`src/rtl/uart_mon_pkg.sv`:
```
// Shared types for the UART debug receiver: receive FSM states and frame width.
package uart_mon_pkg;

    localparam int DATA_BITS = 8;

    typedef enum logic [2:0] {
        IDLE      = 3'd0,
        START     = 3'd1,
        DATA      = 3'd2,
        STOP      = 3'd3,
        WAIT_HIGH = 3'd4
    } state_t;

endpackage

```
`src/rtl/sync_fifo.sv`:
```
// First-word-fall-through FIFO. The head word comes straight from the storage array
// via the registered read pointer. A push into a full FIFO is dropped unless a pop happens in the same cycle.
module sync_fifo #(
    parameter int WIDTH = 8,
    parameter int DEPTH = 4
) (
    input  logic                     clk,
    input  logic                     reset,
    input  logic                     push,
    input  logic [WIDTH-1:0]         push_data,
    output logic [WIDTH-1:0]         head,
    output logic                     valid,
    input  logic                     ready,
    output logic [$clog2(DEPTH):0]   count,
    output logic                     dropped
);

    localparam int PTR_W = (DEPTH > 1) ? $clog2(DEPTH) : 1;
    localparam int CNT_W = $clog2(DEPTH) + 1;

    logic [WIDTH-1:0] mem [DEPTH];
    logic [PTR_W-1:0] wr_ptr_reg, rd_ptr_reg;
    logic [CNT_W-1:0] count_reg, count_next;
    logic             full, pop, wr_en;

    assign full    = (count_reg == CNT_W'(DEPTH));
    assign valid   = (count_reg != '0);
    assign pop     = valid && ready;
    assign wr_en   = push && (!full || pop);
    assign dropped = push && full && !pop;
    assign count   = count_reg;
    assign head    = valid ? mem[rd_ptr_reg] : '0;

    always_comb begin
        count_next = count_reg;
        if (wr_en && !pop)
            count_next = count_reg + CNT_W'(1);
        else if (pop && !wr_en)
            count_next = count_reg - CNT_W'(1);
    end

    always_ff @(posedge clk) begin
        if (wr_en)
            mem[wr_ptr_reg] <= push_data;
    end

    // Pointer widths match DEPTH (a power of two), so they wrap on their own.
    always_ff @(posedge clk or posedge reset) begin
        if (reset) begin
            wr_ptr_reg <= '0;
            rd_ptr_reg <= '0;
            count_reg  <= '0;
        end else begin
            if (wr_en)
                wr_ptr_reg <= wr_ptr_reg + PTR_W'(1);
            if (pop)
                rd_ptr_reg <= rd_ptr_reg + PTR_W'(1);
            count_reg <= count_next;
        end
    end

endmodule

```
`src/rtl/uart_rx_monitor.sv`:
```
// 8N1 receiver for the MCU uart_tx debug line. Bytes are buffered in a FWFT FIFO.
// Framing errors and dropped bytes are reported on dedicated outputs.
module uart_rx_monitor
    import uart_mon_pkg::*;
#(
    parameter int CLKS_PER_BIT = 16,
    parameter int FIFO_DEPTH   = 4
) (
    input  logic                 clk,
    input  logic                 reset,
    input  logic                 rx,
    output logic [DATA_BITS-1:0] out_data,
    output logic                 out_valid,
    input  logic                 out_ready,
    output logic                 frame_err,
    output logic                 overflow,
    input  logic                 overflow_clr
);

    localparam int HALF  = CLKS_PER_BIT / 2;
    localparam int CNT_W = $clog2(CLKS_PER_BIT);
    localparam int IDX_W = $clog2(DATA_BITS);
    localparam logic [CNT_W-1:0] CNT_HALF = CNT_W'(HALF - 1);
    localparam logic [CNT_W-1:0] CNT_FULL = CNT_W'(CLKS_PER_BIT - 1);
    localparam logic [IDX_W-1:0] IDX_LAST = IDX_W'(DATA_BITS - 1);

    logic [1:0]           sync_reg;
    logic                 rx_s;
    state_t               state_reg, state_next;
    logic [CNT_W-1:0]     cnt_reg, cnt_next;
    logic [IDX_W-1:0]     idx_reg, idx_next;
    logic [DATA_BITS-1:0] shift_reg, shift_next;
    logic                 frame_err_reg, frame_err_next;
    logic                 overflow_reg;
    logic                 push, dropped;
    logic [$clog2(FIFO_DEPTH):0] fifo_count;

    // Synchroniser flops reset high so reset release never looks like a start bit.
    always_ff @(posedge clk or posedge reset) begin
        if (reset)
            sync_reg <= 2'b11;
        else
            sync_reg <= {sync_reg[0], rx};
    end
    assign rx_s = sync_reg[1];

    always_comb begin
        state_next     = state_reg;
        cnt_next       = cnt_reg;
        idx_next       = idx_reg;
        shift_next     = shift_reg;
        push           = 1'b0;
        frame_err_next = 1'b0;
        case (state_reg)
            IDLE: begin
                if (!rx_s) begin
                    state_next = START;
                    cnt_next   = CNT_HALF;
                end
            end
            START: begin
                if (cnt_reg == '0) begin
                    if (rx_s) begin
                        state_next = IDLE;
                    end else begin
                        state_next = DATA;
                        cnt_next   = CNT_FULL;
                        idx_next   = '0;
                    end
                end else begin
                    cnt_next = cnt_reg - CNT_W'(1);
                end
            end
            DATA: begin
                if (cnt_reg == '0) begin
                    shift_next = {rx_s, shift_reg[DATA_BITS-1:1]};
                    cnt_next   = CNT_FULL;
                    if (idx_reg == IDX_LAST)
                        state_next = STOP;
                    else
                        idx_next = idx_reg + IDX_W'(1);
                end else begin
                    cnt_next = cnt_reg - CNT_W'(1);
                end
            end
            STOP: begin
                // Returning to IDLE at mid-stop leaves half a bit to catch a back-to-back start.
                if (cnt_reg == '0) begin
                    if (rx_s) begin
                        push       = 1'b1;
                        state_next = IDLE;
                    end else begin
                        frame_err_next = 1'b1;
                        state_next     = WAIT_HIGH;
                    end
                end else begin
                    cnt_next = cnt_reg - CNT_W'(1);
                end
            end
            WAIT_HIGH: begin
                if (rx_s)
                    state_next = IDLE;
            end
            default: state_next = IDLE;
        endcase
    end

    always_ff @(posedge clk or posedge reset) begin
        if (reset) begin
            state_reg     <= IDLE;
            cnt_reg       <= '0;
            idx_reg       <= '0;
            shift_reg     <= '0;
            frame_err_reg <= 1'b0;
        end else begin
            state_reg     <= state_next;
            cnt_reg       <= cnt_next;
            idx_reg       <= idx_next;
            shift_reg     <= shift_next;
            frame_err_reg <= frame_err_next;
        end
    end

    // Sticky drop flag; a new drop wins over a same-cycle clear.
    always_ff @(posedge clk or posedge reset) begin
        if (reset)
            overflow_reg <= 1'b0;
        else if (dropped)
            overflow_reg <= 1'b1;
        else if (overflow_clr)
            overflow_reg <= 1'b0;
    end

    sync_fifo #(
        .WIDTH (DATA_BITS),
        .DEPTH (FIFO_DEPTH)
    ) u_fifo (
        .clk       (clk),
        .reset     (reset),
        .push      (push),
        .push_data (shift_reg),
        .head      (out_data),
        .valid     (out_valid),
        .ready     (out_ready),
        .count     (fifo_count),
        .dropped   (dropped)
    );

    assign frame_err = frame_err_reg;
    assign overflow  = overflow_reg;

endmodule

```
`config.mk`:
```
export PLATFORM = sky130hd
export DESIGN_NAME = uart_rx_monitor
export DESIGN_NICKNAME = d
export VERILOG_FILES = /design/src/rtl/uart_mon_pkg.sv /design/src/rtl/sync_fifo.sv /design/src/rtl/uart_rx_monitor.sv
export SDC_FILE = /design/constraint.sdc
export NUM_CORES = 1
export LEC_CHECK = 0
export ABC_AREA = 1
export BUFFER_PORTS_ARGS = -buffer_cell sky130_fd_sc_hd__buf_2
export CORE_ASPECT_RATIO = 1.25
export CORE_UTILIZATION = 31
export CTS_CLUSTER_SIZE = 10
export DETAILED_ROUTE_END_ITERATION = 6
export GPL_ROUTABILITY_DRIVEN = 1
export SYNTH_ARGS = -nofsm -noshare
export SYNTH_HDL_FRONTEND = slang
export SYNTH_SLANG_ARGS = --single-unit
```
`constraint.sdc`:
```
create_clock -name clk -period 2.2 [get_ports clk]
set_input_delay 0.11 -clock clk [delete_from_list [all_inputs] [get_ports clk]]
set_output_delay 0.11 -clock clk [all_outputs]
set_load 0.01 [all_outputs]
```
==> metrics.md, run 1 <==
| Metric | Value |
|---|---|
| FP Rows | `38` |
| Initial antenna violation count | `0` |
| GRT Util Overall | `between 10% and 20%` |
| Fin Clk Skew | `about 7.7 ps` |
| CP Capture Type | `flop` |
| Vias post-DR | `approximately 2100` |
| Worst reg2reg endpoint | `u_fifo.count[2]` |
| Leakage power | `around 1.5 nW` |
| Reg2reg start | `cnt_reg[0]` |
| Filler cell count | `881` |
| Core Area | `8800 um^2` |
| Crit share post-route | `a little over nine tenths` |
| CTS buffer count | `9` |
| Longest Clk Path Bufs | `2` |
| Clock sink count | `about 60` |
| Largest register FFs | `32` |
| Synth async-reset ratio | `a little under half` |
| Pre-CTS worst setup slack | `roughly 15 ps` |
| Slew @ Worst Pin | `around 640 ps` |
| DR iter-0 viols | `about 100` |
| Critical path endpoint | `u_fifo.count[2]` |
| Largest cells by area after synthesis | `edfxtp_1 34%, dfrtp_1 24%, nand2_1 7.0%, nor2_1 6.7%, o21ai_0 4.6%` |
| Worst-path cell chain | `inv_2, ha_4, nand2_1, nor2_4, nand2_4, nor2_4, nand2_4, inv_2, ha_1, inv_1, fa_2, a21oi_2, o21ai_1, xor2_1` |
| Final setup margin | `122 ps` |
| R2R Setup Slk | `roughly 120 ps` |
| Final ANT Viol Nets | `0` |
| Max-slew headroom | `a little under three fifths` |
| Worst Path Required | `2420 ps` |
| Largest net degree at the start of global routing | `30` |
| Vias in the first global route | `about 2100` |
| Gpl congestion | `0.893` |
| Worst Setup SP | `cnt_reg[0]` |
| Hold Crit Class | `primary input to flop` |
| Combinational Power Share | `around a third` |
| Die width | `between 80 and 90 um` |
| Share of the synthesized area in the top cell type | `approximately a third` |
| Routed WL per cell | `11.9 um` |
| Power Internal | `between 2 and 2.5 mW` |
| I/O pin cnt | `16` |
| Synth area leader | `edfxtp_1` |
| VDD IR-drop max | `0.390 mV` |
| Most frequent cells after synthesis | `53 x nand2_1, 51 x nor2_1, 32 x edfxtp_1, 27 x dfrtp_1, 26 x o21ai_0` |
| Count leader, synth | `nand2_1` |
| Setup violators final | `0` |
| Clock power frac | `27.4%` |
| DP Cell Count | `about 440` |
| Dpl hpwl | `approximately 3600 um` |
| GR Overflow Total | `0` |
| #FFs+latches synth | `61` |
| Post-layout nets | `approximately 350` |
| ANT cells | `0` |
| Worst skew pair latency | `330 ps` |
| CP peak stage delay | `roughly 400 ps` |
| Distinct cells, synth | `27` |
| Family with the most delay on the worst path | `adder cells` |
| Area grow syn2layout | `21.1%` |
| Sequential share of power | `between 30% and 40%` |
| Switch share | `a little over a third` |
| Post-synthesis sequential area ratio | `59.5%` |
| Syn Nets | `307` |
| H-tree levels | `3` |
| Layout cells sized above 1 | `a little over a fifth` |
| Number of flops mapped to enable cells by yosys | `32` |
| PwrDens | `between 1000 and 1500 nW/um^2` |
| Fmax | `a little under 500 MHz` |
| Layout Cells excl Fill | `460` |
| Slowest-stage cell, CP | `dfrtp_1` |
| Critical path arrival | `2300 ps` |
| Status | `finished, final reports clean` |
| Drt via density | `~4.6` |
| Worst Path Buf+Inv | `3` |
| Pre-Repair DR Iteration Count | `4` |
| Worst reg2reg path depth | `14` |
| Pwr Total | `a little under 4 mW` |
| Synthesis Warnings | `0` |
| Ys flop type | `edfxtp_1` |
| NetSw | `1.40 mW` |
| Clk root buf | `clkbuf_8` |
| Avg Inst Size Synth | `9.69 um^2` |
| Min cycle time layout | `2080 ps` |
| Post-synthesis cell count | `between 200 and 300` |
| Number of I/O port buffers | `15` |
| Kind of critical path | `flop to flop` |
| Synth Cell Area | `approximately 2800 um^2` |
| Reg clk slew, reported paths | `~70 ps` |
| Final setup TNS | `0 ps` |
| Critical path depth | `14` |
| First-pass GRT wire length | `around 9500 um` |
| CTS tree | `done` |
| Initial Util | `roughly a third` |
| WL final | `approximately 5500 um` |
| Final hold vios | `0` |
| Die Y | `109 um` |
| Max-cap violations | `0` |
| DRC viols | `0` |
| Die area | `~9500 um^2` |
| Max-slew violations | `0` |
| Critical path fanouts, max | `3` |
| Startpoint types | `flop` |
[cell usage in the layout (no fill, tap or decap), drive strengths merged]
cell type    count
xnor2            2
buf             34
dlygate4sd3      3
nand3           21
dfstp            2
clkbuf           9
inv             30
edfxtp          32
bufinv           2
xor2             2
nand4            4
nor2            56
ha               8
clkinvlp         1
fa               1
nand2           59
clkinv           4
o22ai            1
a21oi           11
o211ai           1
dfrtp           27
o21ai           28
o21bai           2
[layer usage]
layer	wire length, um	track usage, %	vias up
li1	-	-	1052
met1	2320	13.9	1001
met2	2920	25.1	33
met3	151	2.57	7
met4	78	5.62	0
met5	0	0	-
[what timing repair did]
action / CTS / global route
resized for setup: 0 / 3
setup buffers: 0 / 2
endpoints found under the hold margin: 29 / 0
hold buffers: 3 / 0
setup endpoints to repair: 0 / 1
[worst register-to-register path: stages (launching register included)]
cell	delay, ps
dfrtp_1	390
inv_2	90
ha_4	130
nand2_1	80
nor2_4	120
nand2_4	60
nor2_4	110
nand2_4	50
inv_2	50
ha_1	130
inv_1	60
fa_2	350
a21oi_2	140
o21ai_1	80
xor2_1	140
[stage by stage]
stage	hold WS, ps	util, %	cell area (um^2)
floorplan	114	-	2850
global placement	198	36.0	3170
detailed placement	206	36.0	3170
CTS	49.7	38.8	3410
global route	97.7	39.1	3440
finish	55.4	39.1	3440
[layout make-up]
cell class | instances | area [um^2] | share of cell area (%)
flip-flops and latches | 61 | 1690 | 49.2
multi-input cells | 196 | 1020 | 29.8
repair buffers | 37 | 248 | 7.21
well taps | 120 | 150 | 4.37
clock buffers | 9 | 124 | 3.61
inverters | 30 | 113 | 3.28
clock inverters | 7 | 90.1 | 2.62
[worst min-delay path by stage]
stage	startpoint	to	slack, ps	cells after the start
final	out_ready	u_fifo.rd_ptr_reg[0]	60	3
after global routing	out_ready	u_fifo.rd_ptr_reg[0]	100	3
after global placement	reset	cnt_reg[3]	200	3
after floorplan	rx	sync_reg[0]	110	0
after detailed placement	reset	cnt_reg[3]	210	3
after CTS	out_ready	u_fifo.rd_ptr_reg[0]	50	3
[cells by family after synthesis]
logic type      count (synthesis)  share of synthesized area [%]
simple gates                  140                           21.8
flops                          61                           59.5
compound gates                 43                           7.89
buf+inv                        36                           5.29
fa+ha+maj                       9                           4.23
xor+xnor                        4                           1.23
[power by group through the flow]
| stage | combinational, mW | clock (mW) | sequential, mW |
|---|---|---|---|
| detailed placement | 1.32 | 0 | 1.49 |
| CTS | 1.33 | 1.09 | 1.47 |
| global placement | 1.30 | 0 | 1.49 |
| global route | 1.57 | 1.15 | 1.49 |
| floorplan | 0.967 | 0 | 1.43 |
| finish | 1.35 | 1.07 | 1.47 |
Power figures use the tool's default switching activity.
==> inputs of run 2 (changes only) <==
Settings changed: ABC_AREA 1 to default, SLEW_MARGIN from default to 30.
==> run 2 against run 1 <==
The flow now finishes with violations (DRC); worst hold slack improved by 36 ps; register-to-register slack got worse by 80 ps; total power decreased by 5.9%; critical path depth decreased by 5; count of clock-buffer cells in the layout increased by 2; via count decreased by 31%; maximum frequency decreased by 3.5%; setup slack got worse by 76 ps; final cell count decreased by 32%; critical path type unchanged.
==> metrics.md, run 2 <==
| Metric | Value |
|---|---|
| Post-Synth Simple-Gate Area | `about a tenth` |
| VDD IR-drop max | `approximately 0.33 mV` |
| Post-synthesis adder-cell area fraction | `4.57%` |
| Dpl hpwl | `slightly below 3000 um` |
| CTS buffer count | `9` |
| Slew @ Worst Pin | `around 470 ps` |
| DR iter-0 viols | `between 40 and 50` |
| Setup violators final | `0` |
| I/O pin cnt | `16` |
| Power Internal | `about 2.6 mW` |
| Gpl congestion | `just under 0.8` |
| Fin Clk Skew | `8.21 ps` |
| Synthesis Warnings | `0` |
| Vias post-DR | `between 1000 and 1500` |
| CP peak stage delay | `480 ps` |
| Failing checks | `DRC` |
| Fmax | `about 460 MHz` |
| CP Capture Type | `flop` |
| Synth Area in Compound Gates | `under 10%` |
| Vias in the first global route | `1467` |
| Final setup TNS | `0 ps` |
| Ys flop type | `edfxtp_1` |
| Critical path fanouts, max | `3` |
| Die width | `84.3 um` |
| Final hold vios | `0` |
| Worst-path cell chain | `buf_4, or3_2, nand2_1, ha_4, inv_2, fa_2, xor2_1, nor2_1, xor2_1` |
| Most common cell after layout, fill and taps aside | `edfxtp_1` |
| Number of flops mapped to enable cells by yosys | `32` |
| Syn Nets | `between 150 and 200` |
| Most frequent cells after synthesis | `32 x edfxtp_1, 27 x dfrtp_1, 12 x inv_1, 10 x mux2_2, 9 x nor2_1` |
| Status | `complete, but fails checks` |
| Dpl cell area | `2920 um^2` |
| Area grow syn2layout | `20.7%` |
| Post-layout nets | `225` |
| Unrepaired setup endpoints after global routing | `yes` |
| Slowest-stage cell, CP | `or3_2` |
| H-tree levels | `3` |
| Max-cap violations | `0` |
| Kind of critical path | `flop to flop` |
| Crit share post-route | `97.9%` |
| Sequential share of power | `roughly two fifths` |
| Count leader, synth | `edfxtp_1` |
| Reg clk slew, reported paths | `~60 ps` |
| NetSw | `between 1 and 1.5 mW` |
| ANT cells | `0` |
| Pre-CTS worst setup slack | `3.45 ps` |
| GR Overflow Total | `0` |
| First-pass GRT wire length | `between 7000 and 8000 um` |
| CTS tree | `done` |
| Synth area leader | `edfxtp_1` |
| Die Y | `105 um` |
| Distinct cells, synth | `38` |
| Die area | `approximately 9000 um^2` |
| GRT Util Overall | `11.2%` |
| Drt via density | `about 4.6` |
| Post-synthesis cell count | `roughly 170` |
| Initial antenna violation count | `0` |
| DRC viols | `6` |
| Largest register FFs | `32` |
| Final setup margin | `about 46 ps` |
| Worst skew pair latency | `330 ps` |
| Combinational Power Share | `approximately 30%` |
| Hold Crit Class | `primary input to flop` |
| Routed WL per cell | `about 14 um` |
| Layout cells sized above 1 | `37.0%` |
| Clk root buf | `clkbuf_8` |
| Post-synthesis sequential area ratio | `64.3%` |
| Final instance area | `~3200 um^2` |
| Largest cells by area after synthesis | `edfxtp_1 37%, dfrtp_1 26%, mux4_2 6.9%, mux2_2 4.3%, ha_1 3.8%` |
| Pre-Repair DR Iteration Count | `6` |
| FP Rows | `37` |
| Avg Inst Size Synth | `approximately 15 um^2` |
| Initial Util | `between 30% and 40%` |
| Core Area | `~8200 um^2` |
| Longest Clk Path Bufs | `2` |
| Final ANT Viol Nets | `0` |
| Critical path arrival | `around 2400 ps` |
| Max-slew headroom | `around two thirds` |
| Worst Path Required | `approximately 2400 ps` |
| Share of the synthesized area in the top cell type | `36.6%` |
| Number of I/O port buffers | `15` |
| Largest net degree at the start of global routing | `19` |
| Leakage power | `between 1 and 1.5 nW` |
| Mux cell area share after synthesis | `a little over an eighth` |
| PwrDens | `1150 nW/um^2` |
| Clock power frac | `approximately 29%` |
| Max-slew violations | `0` |
| Clock sink count | `~60` |
| Min cycle time layout | `approximately 2200 ps` |
| WL final | `4230 um` |
| Synth Cell Area | `2630 um^2` |
| Startpoint types | `flop` |
| Most used cell, CP | `xor2_1` |
| Switch share | `between 20% and 30%` |
| Most frequent cells in the layout | `32 x edfxtp_1, 27 x dfrtp_1, 15 x buf_2` |
| Largest family of logic cells by synthesized area | `multiplexers` |
| #FFs+latches synth | `61` |
| Synth async-reset ratio | `47.5%` |
| XOR/XNOR Fraction of Synth Area | `about 2.0%` |
==> run 2: changes by cell type after synthesis, sizes merged, moves of 3 or more <==
cell,change
a21oi,-10
and2,+12
buf,-3
inv,-18
mux2,+12
mux2i,+3
mux4,+8
nand2,-52
nand3,-19
nand4,-4
nor2,-47
nor2b,+3
o21ai,-23
==> run 2: final cells by class <==
| class | instances | area [um^2] |
|---|---|---|
| fillers | 792 | 5070 |
| flip-flops and latches | 61 | 1690 |
| multi-input cells | 95 | 897 |
| repair buffers | 32 | 210 |
| clock buffers | 11 | 131 |
| well taps | 97 | 121 |
| clock inverters | 5 | 77.6 |
| inverters | 12 | 45.0 |
==> run 2: metal layers <==
metal,up-vias,wire length [um],GRT usage [%]
met5,-,0,0
met4,0,38,5.08
met3,4,120,3.79
met2,19,2260,19.1
met1,725,1810,12.7
li1,693,-,-
==> run 2: stage by stage <==
step	std cells	utilization (%)	hold slack (ps)	power, mW
finish	313	38.5	91.4	3.66
global route	313	38.5	104	3.92
CTS	312	38.3	78.6	3.70
detailed placement	293	35.4	152	2.64
global placement	293	35.4	142	2.62
floorplan	173	-	114	2.29
==> run 2: worst max-delay path, delay by kind of cell, from the launching register on <==
kind | cells | cell delay, ps
xor gates and xnor gates | 2 | 290
buffers and inverters | 2 | 180
adders and majority gates | 2 | 480
and+or+nand+nor | 3 | 720
DFF | 1 | 370
==> run 2: logic make-up after synthesis <==
kind of cell             Yosys count
adder cells (fa/ha/maj)            9
AND/OR/NAND/NOR                   44
multiplexers                      23
flip-flops                        61
XOR/XNOR                           6
AO/OA/AOI/OAI                     13
buffers and inverters             17
==> run 2: power by group through the flow <==
stage               registers (mW)  logic, mW  clock network (mW)
floorplan                     1.50      0.792                   0
global placement              1.53       1.08                   0
detailed placement            1.54       1.10                   0
CTS                           1.52       1.11                1.07
global route                  1.55       1.24                1.13
finish                        1.51       1.10                1.05
==> run 2: worst paths after layout <==
kind	startpoint	end	slack [ps]	cells after the start
worst min-delay path	out_ready	u_fifo.rd_ptr_reg[1]	90	3
max in group asynchronous	reset	shift_reg[6]	1240	4
min in group asynchronous	reset	cnt_reg[2]	330	3
worst min register to register	sync_reg[0]	sync_reg[1]	360	0
worst max-delay path	u_fifo.count[0]	u_fifo.count[2]	50	9
worst max register to register	u_fifo.count[0]	u_fifo.count[2]	50	9
==> run 2: timing repair <==
action | in CTS | in global routing
pin swaps | 0 | 1
buffers inserted | 0 | 1
hold buffers | 3 | 0
endpoints found under the setup margin | 2 | 2
endpoints found under the hold margin | 11 | 0
resized for setup | 1 | 2
